File: config.mk
export PLATFORM = sky130hd
export DESIGN_NAME = sp1_hmem_ctrl
export DESIGN_NICKNAME = d
export VERILOG_FILES = /design/src/rtl/sp1_hmem_ctrl.sv
export SDC_FILE = /design/constraint.sdc
export NUM_CORES = 1
export LEC_CHECK = 0
export CAP_MARGIN = 5
export CORE_AREA = 2 2 142 144
export CTS_CLUSTER_SIZE = 24
export DETAILED_ROUTE_END_ITERATION = 8
export DIE_AREA = 0 0 144 146
export PLACE_DENSITY = 0.82
export SLEW_MARGIN = 40
export SYNTH_ARGS = -nofsm -noshare
export SYNTH_HDL_FRONTEND = slang
export SYNTH_SLANG_ARGS = --single-unit
export TNS_END_PERCENT = 100
File: constraint.sdc
create_clock -name clk -period 9.58 [get_ports clk]
set_clock_uncertainty 0.2 [all_clocks]
set_input_delay 1.916 -clock clk [delete_from_list [all_inputs] [get_ports clk]]
set_output_delay 1.916 -clock clk [all_outputs]
set_load 0.02 [all_outputs]
File: src/rtl/sp1_hmem_ctrl.sv
// rtl/sp1_hmem_ctrl.sv - burst controller splitting word commands into even/odd heap bank beats
// Optional: SP1_HMEM_CTRL_BOUND_CHK_EN rejects commands that would run past the end of the heap.
module sp1_hmem_ctrl #(
  parameter int DW         = 32,
  parameter int HEAP_ABITS = 16,
  parameter int WORD_ABITS = 2,
  parameter int LW         = 4
) (
  input  logic          clk,
  input  logic          rst,
  input  logic          cmd_req,
  output logic          cmd_ack,
  input  logic          cmd_we,
  input  logic [DW-1:0] cmd_adrs,
  input  logic [LW-1:0] cmd_len,
  output logic          cmd_done,
  output logic          cmd_err,
  output logic          wd_ack,
  input  logic [DW-1:0] wr_dt0,
  input  logic [DW-1:0] wr_dt1,
  output logic          rd_vld,
  output logic [DW-1:0] rd_dt0,
  output logic [DW-1:0] rd_dt1,
  output logic          cs_ev,
  output logic          cs_od,
  output logic          we_ev,
  output logic          we_od,
  output logic [DW-1:0] adrs_ev,
  output logic [DW-1:0] adrs_od,
  output logic [DW-1:0] wr_dt_ev,
  output logic [DW-1:0] wr_dt_od,
  input  logic [DW-1:0] rd_dt_ev,
  input  logic [DW-1:0] rd_dt_od
);

  typedef enum logic {IDLE, BUSY} state_t;

  localparam logic [HEAP_ABITS-1:0] WBYTES = HEAP_ABITS'(1) << WORD_ABITS;

  state_t                       state_q, state_d;
  logic                         we_q, we_d;
  logic [DW-HEAP_ABITS-1:0]     hi_q, hi_d;
  logic [HEAP_ABITS-1:0]        off_q, off_d;
  logic [LW-1:0]                rem_q, rem_d;
  logic                         odd_q, odd_d;
  logic                         phase_q, phase_d;
  logic                         ack_q, ack_d;
  logic                         wdack_q, wdack_d;
  logic                         done_q, done_d;
  logic                         err_q, err_d;
  logic                         p1_vld_q, p1_vld_d;
  logic                         p1_phase_q, p1_phase_d;
  logic                         p1_lodd_q, p1_lodd_d;
  logic                         p1_last_q, p1_last_d;
  logic                         rvld_q, rvld_d;
  logic [DW-1:0]                rdt0_q, rdt0_d;
  logic [DW-1:0]                rdt1_q, rdt1_d;

  logic          busy, last, lodd, oob;
  logic [DW-1:0] a0, a1;
  logic [LW-1:0] beats;
  logic          unused_lsb;

  assign busy  = (state_q == BUSY);
  assign last  = (rem_q == LW'(1));
  assign lodd  = odd_q & last;
  assign a0    = {hi_q, off_q};
  assign a1    = {hi_q, off_q + WBYTES};
  assign beats = LW'((32'(cmd_len) + 32'd1) >> 1);
  assign unused_lsb = ^cmd_adrs[WORD_ABITS-1:0];

`ifdef SP1_HMEM_CTRL_BOUND_CHK_EN
  logic [HEAP_ABITS:0] span;
  assign span = {1'b0, cmd_adrs[HEAP_ABITS-1:0]} + ((HEAP_ABITS+1)'(cmd_len) << WORD_ABITS);
  assign oob  = (span > {1'b1, {HEAP_ABITS{1'b0}}});
`else
  assign oob  = 1'b0;
`endif

  // Phase 1 means the start word lives in the odd bank, so word0/word1 swap banks.
  always_comb begin
    cs_ev    = 1'b0;
    cs_od    = 1'b0;
    adrs_ev  = '0;
    adrs_od  = '0;
    wr_dt_ev = '0;
    wr_dt_od = '0;
    if (busy) begin
      cs_ev   = ~phase_q | ~lodd;
      cs_od   =  phase_q | ~lodd;
      adrs_ev = phase_q ? a1 : a0;
      adrs_od = phase_q ? a0 : a1;
      if (we_q) begin
        wr_dt_ev = phase_q ? wr_dt1 : wr_dt0;
        wr_dt_od = phase_q ? wr_dt0 : wr_dt1;
      end
    end
    we_ev = cs_ev & we_q;
    we_od = cs_od & we_q;
  end

  always_comb begin
    state_d    = state_q;
    we_d       = we_q;
    hi_d       = hi_q;
    off_d      = off_q;
    rem_d      = rem_q;
    odd_d      = odd_q;
    phase_d    = phase_q;
    done_d     = 1'b0;
    err_d      = 1'b0;
    p1_vld_d   = busy & ~we_q;
    p1_phase_d = phase_q;
    p1_lodd_d  = lodd;
    p1_last_d  = last;
    rvld_d     = p1_vld_q;
    rdt0_d     = rdt0_q;
    rdt1_d     = rdt1_q;
    // Bank data arrives one cycle after the beat; un-swap it into request order.
    if (p1_vld_q) begin
      rdt0_d = p1_phase_q ? rd_dt_od : rd_dt_ev;
      rdt1_d = p1_lodd_q ? '0 : (p1_phase_q ? rd_dt_ev : rd_dt_od);
      done_d = p1_last_q;
    end
    case (state_q)
      IDLE: begin
        if (cmd_req) begin
          if (cmd_len == '0) begin
            done_d = 1'b1;
          end else if (oob) begin
            done_d = 1'b1;
            err_d  = 1'b1;
          end else begin
            state_d = BUSY;
            we_d    = cmd_we;
            hi_d    = cmd_adrs[DW-1:HEAP_ABITS];
            off_d   = {cmd_adrs[HEAP_ABITS-1:WORD_ABITS], {WORD_ABITS{1'b0}}};
            rem_d   = beats;
            odd_d   = cmd_len[0];
            phase_d = cmd_adrs[WORD_ABITS];
          end
        end
      end
      BUSY: begin
        off_d = off_q + (WBYTES << 1);
        rem_d = rem_q - LW'(1);
        if (last) begin
          state_d = IDLE;
          if (we_q) done_d = 1'b1;
        end
      end
      default: state_d = IDLE;
    endcase
    ack_d   = (state_d == IDLE);
    wdack_d = (state_d == BUSY) & we_d;
  end

  always_ff @(posedge clk or posedge rst) begin
    if (rst) begin
      state_q    <= IDLE;
      we_q       <= 1'b0;
      hi_q       <= '0;
      off_q      <= '0;
      rem_q      <= '0;
      odd_q      <= 1'b0;
      phase_q    <= 1'b0;
      ack_q      <= 1'b1;
      wdack_q    <= 1'b0;
      done_q     <= 1'b0;
      err_q      <= 1'b0;
      p1_vld_q   <= 1'b0;
      p1_phase_q <= 1'b0;
      p1_lodd_q  <= 1'b0;
      p1_last_q  <= 1'b0;
      rvld_q     <= 1'b0;
      rdt0_q     <= '0;
      rdt1_q     <= '0;
    end else begin
      state_q    <= state_d;
      we_q       <= we_d;
      hi_q       <= hi_d;
      off_q      <= off_d;
      rem_q      <= rem_d;
      odd_q      <= odd_d;
      phase_q    <= phase_d;
      ack_q      <= ack_d;
      wdack_q    <= wdack_d;
      done_q     <= done_d;
      err_q      <= err_d;
      p1_vld_q   <= p1_vld_d;
      p1_phase_q <= p1_phase_d;
      p1_lodd_q  <= p1_lodd_d;
      p1_last_q  <= p1_last_d;
      rvld_q     <= rvld_d;
      rdt0_q     <= rdt0_d;
      rdt1_q     <= rdt1_d;
    end
  end

  assign cmd_ack  = ack_q;
  assign cmd_done = done_q;
  assign cmd_err  = err_q;
  assign wd_ack   = wdack_q;
  assign rd_vld   = rvld_q;
  assign rd_dt0   = rdt0_q;
  assign rd_dt1   = rdt1_q;

endmodule

# [Yosys cells after proc, flatten, opt, wreduce, memory -nomap -nowiden]
# Index checks and enable logic that the tools add are counted.
[op_classes] n_addsub=4 mul=0 div_mod_pow=0 magnitude_cmp=0 eq_ne=3 n_shift=0 muxes=34 bitwise_logic=13 reduce_logical=3
[op_table] operator="$mux W32" n=11
[op_table] operator="$mux W16" n=4
[op_table] operator="$pmux W16 S2" n=1
[op_table] operator="$add A16 B3 Y16 const B" n=1
[op_table] operator="$add A16 B4 Y16 const B" n=1
[op_table] operator="$mux W1" n=13
[op_table] operator="$mux W4" n=2
[op_table] operator="$pmux W4 S2" n=1
[op_table] operator="$not A1 Y1" n=6
[op_table] operator="$add A4 B1 Y5 const B" n=1
[op_table] operator="$and A1 B1 Y1" n=5
[op_table] operator="$eq A4 B1 Y1 const B" n=1
[op_table] operator="$logic_not A4 Y1" n=1
[op_table] operator="$ne A2 B2 Y1 const B" n=2
[op_table] operator="$pmux W1 S2" n=2
[op_table] operator="$sub A4 B1 Y4 const B" n=1
[op_table] operator="$reduce_and A3 Y1" n=1
[op_table] operator="$or A1 B1 Y1" n=2
[op_table] operator="$reduce_and A2 Y1" n=1
[totals] regBits=112 latch_bits=0 mem_bits_rw=0 romBits=0 input_bits=168 out_inout_bits=201 elab_cells=74 mem_count=0

# [Longest topological paths before layout]
[logic_depth] depth_word=6 ltp_mapped=8 depth_no_buf=7

# [Worst setup path after synthesis]
# No wires, ideal clock.
[synth_timing] kind="input to output" from="in wr_dt1[0]" to="out wr_dt_ev[0]" t_arrival_ps=2256 required_time_ps=7464 path_slack_ps=5208 path_stages=2 cell_sequence="mux2i_1 nor2_1"
[synth_via] elab_chain_len=3
[synth_lines] item="start, declared" line="20" rtl="input logic [DW-1:0] wr_dt1,"
[synth_lines] item="$mux W32" line="94" rtl="wr_dt_ev = phase_q ? wr_dt1 : wr_dt0;"
[synth_lines] item="$mux W32" line="93" rtl="if (we_q) begin"
[synth_lines] item="$mux W32" line="88" rtl="if (busy) begin"
[synth_lines] item="end, declared" line="30" rtl="output logic [DW-1:0] wr_dt_ev,"
# No other way between the ends.

# [Worst setup path in the final report]
[layout_timing] from="in wr_dt0[29]" to="out wr_dt_od[29]"
[layout_via] elab_chain_len=3
[layout_lines] item="start, declared" line="19" rtl="input logic [DW-1:0] wr_dt0,"
[layout_lines] item="$mux W32" line="95" rtl="wr_dt_od = phase_q ? wr_dt0 : wr_dt1;"
[layout_lines] item="$mux W32" line="93"
[layout_lines] item="$mux W32" line="88"
[layout_lines] item="end, declared" line="31" rtl="output logic [DW-1:0] wr_dt_od,"
# No other way between the ends.

==> results.py <==
metrics = {
    "cells_and_area": {
        "final_nets": 1254,
        "drive_gt1_share_pct": 3.78,
        "syn2layout_area_growth_pct": 56.6,
        "stdcell_area_um2": 10800,
        "antenna_cells": 0,
        "final_cells": 1350,
    },
    "pwr": {
        "power-per-cell-area_nw_per_um2": 353,
        "leakage_nw": 4.51,
        "ir_drop_uv": 259,
    },
    "synth": {
        "synthFlopType": "dfrtp_1",
        "synth_edf_count": 0,
        "syn_area_um2": 6890,
        "yosysWarnings": 0,
        "synthCells": 775,
        "syn-mean-instance-area_um2": 8.89,
        "yosys_register_bits": 110,
        "async_flop_share_pct": 100,
        "synth_seq_area_share_pct": 40.0,
        "synth_cell_types": 55,
    },
    "clocking": {
        "cts.sinks": 110,
        "ctsHoldBuffers": 0,
        "clock_latency_ns": 0.35,
        "post_cts_resized": 0,
        "cts_setup_buffers": 0,
        "clk_pin_slew_worst_paths_ns": 0.07,
        "clk_path_buf_depth": 2,
        "htreeDepth": 3,
        "cts_buffers": 9,
        "root_buffer": "clkbuf_16",
        "cts_tree": "done",
    },
    "detailed_routing": {
        "avgRoutedWirePerCell_um": 17.7,
        "detail_route.iter0.violations": 204,
        "via_count": 6656,
        "firstDrtPassIters": 4,
        "routed_wl_um": 23900,
        "drc": 0,
        "ant_nets": 0,
        "viasPerCell": 4.93,
    },
    "die": {
        "dieArea_um2": 21000,
        "chipWidth_um": 144,
        "core_area_um2": 19300,
        "io_pins": 369,
        "fp-row-count": 51,
        "start_util_pct": 35.6,
        "die_height_um": 146,
    },
    "grt": {
        "grt.busiest_layer": "met2",
        "grt_pass1_wl_um": 35700,
        "use_met3_pct": 7.73,
        "grt_use_met1_pct": 22.3,
        "grt_max_degree": 100,
        "overflow": 0,
        "antenna_found_initial": 2,
        "grtUsageTotal_pct": 22.0,
        "grt_pass1_vias": 6571,
        "met2_usage_pct": 40.8,
    },
    "setup_path": {
        "critPathLaunchType": "primary input",
        "path_class": "primary input to output pin",
        "worstPathMaxFanout": 2,
        "required_ns": 7.46,
        "cp_data_arrival_time_ns": 3.32,
        "end_kind": "output pin",
    },
    "timing": {
        "hold_ws_ns": 0.269,
        "worst_pin_slew_ns": 0.826,
        "fmax_ghz": 0.184,
        "slew_headroom_pct": 44.9,
        "drv_slew": 0,
        "hold_viol_final": 0,
        "timing.final.crit_share_pct": 56.7,
        "min_period_ns": 5.43,
        "setup-tns-final_ns": 0,
        "rsz0062_at_grt": "no",
        "finalSetupViolCount": 0,
    },
    "run": {
        "cap_violations": 0,
    },
    "placed_design": {
        "gp_congestion": 0.908,
        "dp_cells": 1334,
        "dpl.hpwl_um": 18700,
        "dpl_cell_area_um2": 10500,
        "portBuffers": 361,
    },
    "worst_hold_path": {
        "hold_class": "flip-flop to flip-flop",
    },
    "outcome": {
        "status": "completed",
    },
}
[logic make-up after synthesis]
family	after synthesis	share of synthesized area, %
other cells	1	0.0545
mux	146	21.3
flops	110	40.0
buf+inv	121	8.58
fa+ha+maj	6	1.09
simple gates	273	17.8
compound gates	103	9.32
xor+xnor	15	1.91
[where the power goes]
part | internal (mW) | switching [mW]
logic | 1.16 | 1.40
clock network | 0.182 | 0.185
registers | 0.693 | 0.187
total | 2.04 | 1.77
[layout make-up]
type	count	area (um^2)
multi-input combinational	548	3560
sequential	110	2760
tap	265	332
clock buffer	10	229
timing repair buffer	368	3680
inverter	43	164
fill	1737	8550
clock inverter	6	55.1
[stage by stage]
| stage | worst slack (ns) | utilization, % | power [mW] |
|---|---|---|---|
| finish | 4.15 | 55.8 | 3.81 |
| floorplan | 4.56 | - | 2.37 |
| global placement | 4.10 | 54.2 | 3.42 |
| CTS | 4.13 | 55.8 | 3.84 |
| global route | 4.09 | 55.8 | 4.04 |
| detailed placement | 4.13 | 54.3 | 3.46 |
[sequential cells by signal, summed over array words and instances, names as in the netlist]
name        cells
busy            1
cmd_ack         1
cmd_done        1
hi_q           16
odd_q           1
off_q          14
p1_last_q       1
p1_lodd_q       1
p1_phase_d      1
p1_phase_q      1
p1_vld_q        1
rd_dt0         32
rd_dt1         32
rd_vld          1
rem_q           4
wd_ack          1
we_q            1
[cells in the mapped netlist (all sizes together), types with 2 or more instances]
| master | count | area share [%] |
|---|---|---|
| ha | 6 | 1.1 |
| o21ai | 8 | 0.58 |
| mux2i | 145 | 21 |
| xor2 | 6 | 0.76 |
| or3 | 5 | 0.45 |
| inv | 43 | 2.3 |
| nor2b | 3 | 0.38 |
| nand3 | 11 | 0.94 |
| a221o | 2 | 0.29 |
| nor2 | 127 | 7.0 |
| a211oi | 2 | 0.22 |
| nor4 | 5 | 0.45 |
| o211ai | 3 | 0.33 |
| nor3 | 5 | 0.36 |
| dfrtp | 109 | 40 |
| xnor2 | 9 | 1.1 |
| a2bb2oi | 2 | 0.25 |
| nand4 | 7 | 0.82 |
| o21a | 2 | 0.22 |
| o22ai | 32 | 2.9 |
| nand2 | 80 | 4.4 |
| a21oi | 41 | 3.1 |
| nand2b | 6 | 0.55 |
| and2 | 20 | 1.8 |
| clkbuf | 22 | 1.2 |
| buf | 56 | 5.0 |
[routing by layer]
metal  wire [um]  part of all wire [%]
met5          27                  0.11
met4         784                   3.3
met3        2410                    10
met2       12300                    52
met1        8350                    35
[worst max-delay path: stages]
cell,delay [ns]
clkdlybuf4s50_1,0.52
mux2i_1,0.10
nor2_1,0.09
clkdlybuf4s50_1,0.69
[path summary, 6_finish.rpt]
| check | startpoint | end | slack, ns | depth (start not counted) |
|---|---|---|---|---|
| setup / recovery | wr_dt0[29] | wr_dt_od[29] | 4.15 | 4 |
| hold / removal | hi_q[11]$_DFFE_PP0P_ | hi_q[11]$_DFFE_PP0P_ | 0.27 | 2 |
| setup reg to reg | busy$_DFF_PP0_ | off_q[12]$_DFFE_PP0P_ | 6.86 | 6 |
| hold reg to reg | hi_q[11]$_DFFE_PP0P_ | hi_q[11]$_DFFE_PP0P_ | 0.27 | 2 |
| max in group asynchronous | rst | rd_dt0[24]$_DFFE_PP0P_ | 6.38 | 3 |
| min in group asynchronous | rst | hi_q[13]$_DFFE_PP0P_ | 1.73 | 2 |
[cells in the final DEF, fill, tap and decap left out, types with 3 or more instances in the layout]
master	n
clkdlybuf4s50_1	361
mux2i_1	145
nor2_1	125
dfrtp_1	106
nand2_1	78
inv_1	42
a21oi_1	40
o22ai_1	32
and2_1	19
nand3_1	9
xnor2_1	9
clkbuf_16	9
o21ai_0	7
nand2b_1	6
xor2_1	6
ha_1	6
nand4_1	5
nor4_1	5
or3_1	5
nor3_1	5
conb_1	5
buf_4	4
o211ai_1	3
buf_6	3
No activity file was read; power rests on OpenSTA's default activity.
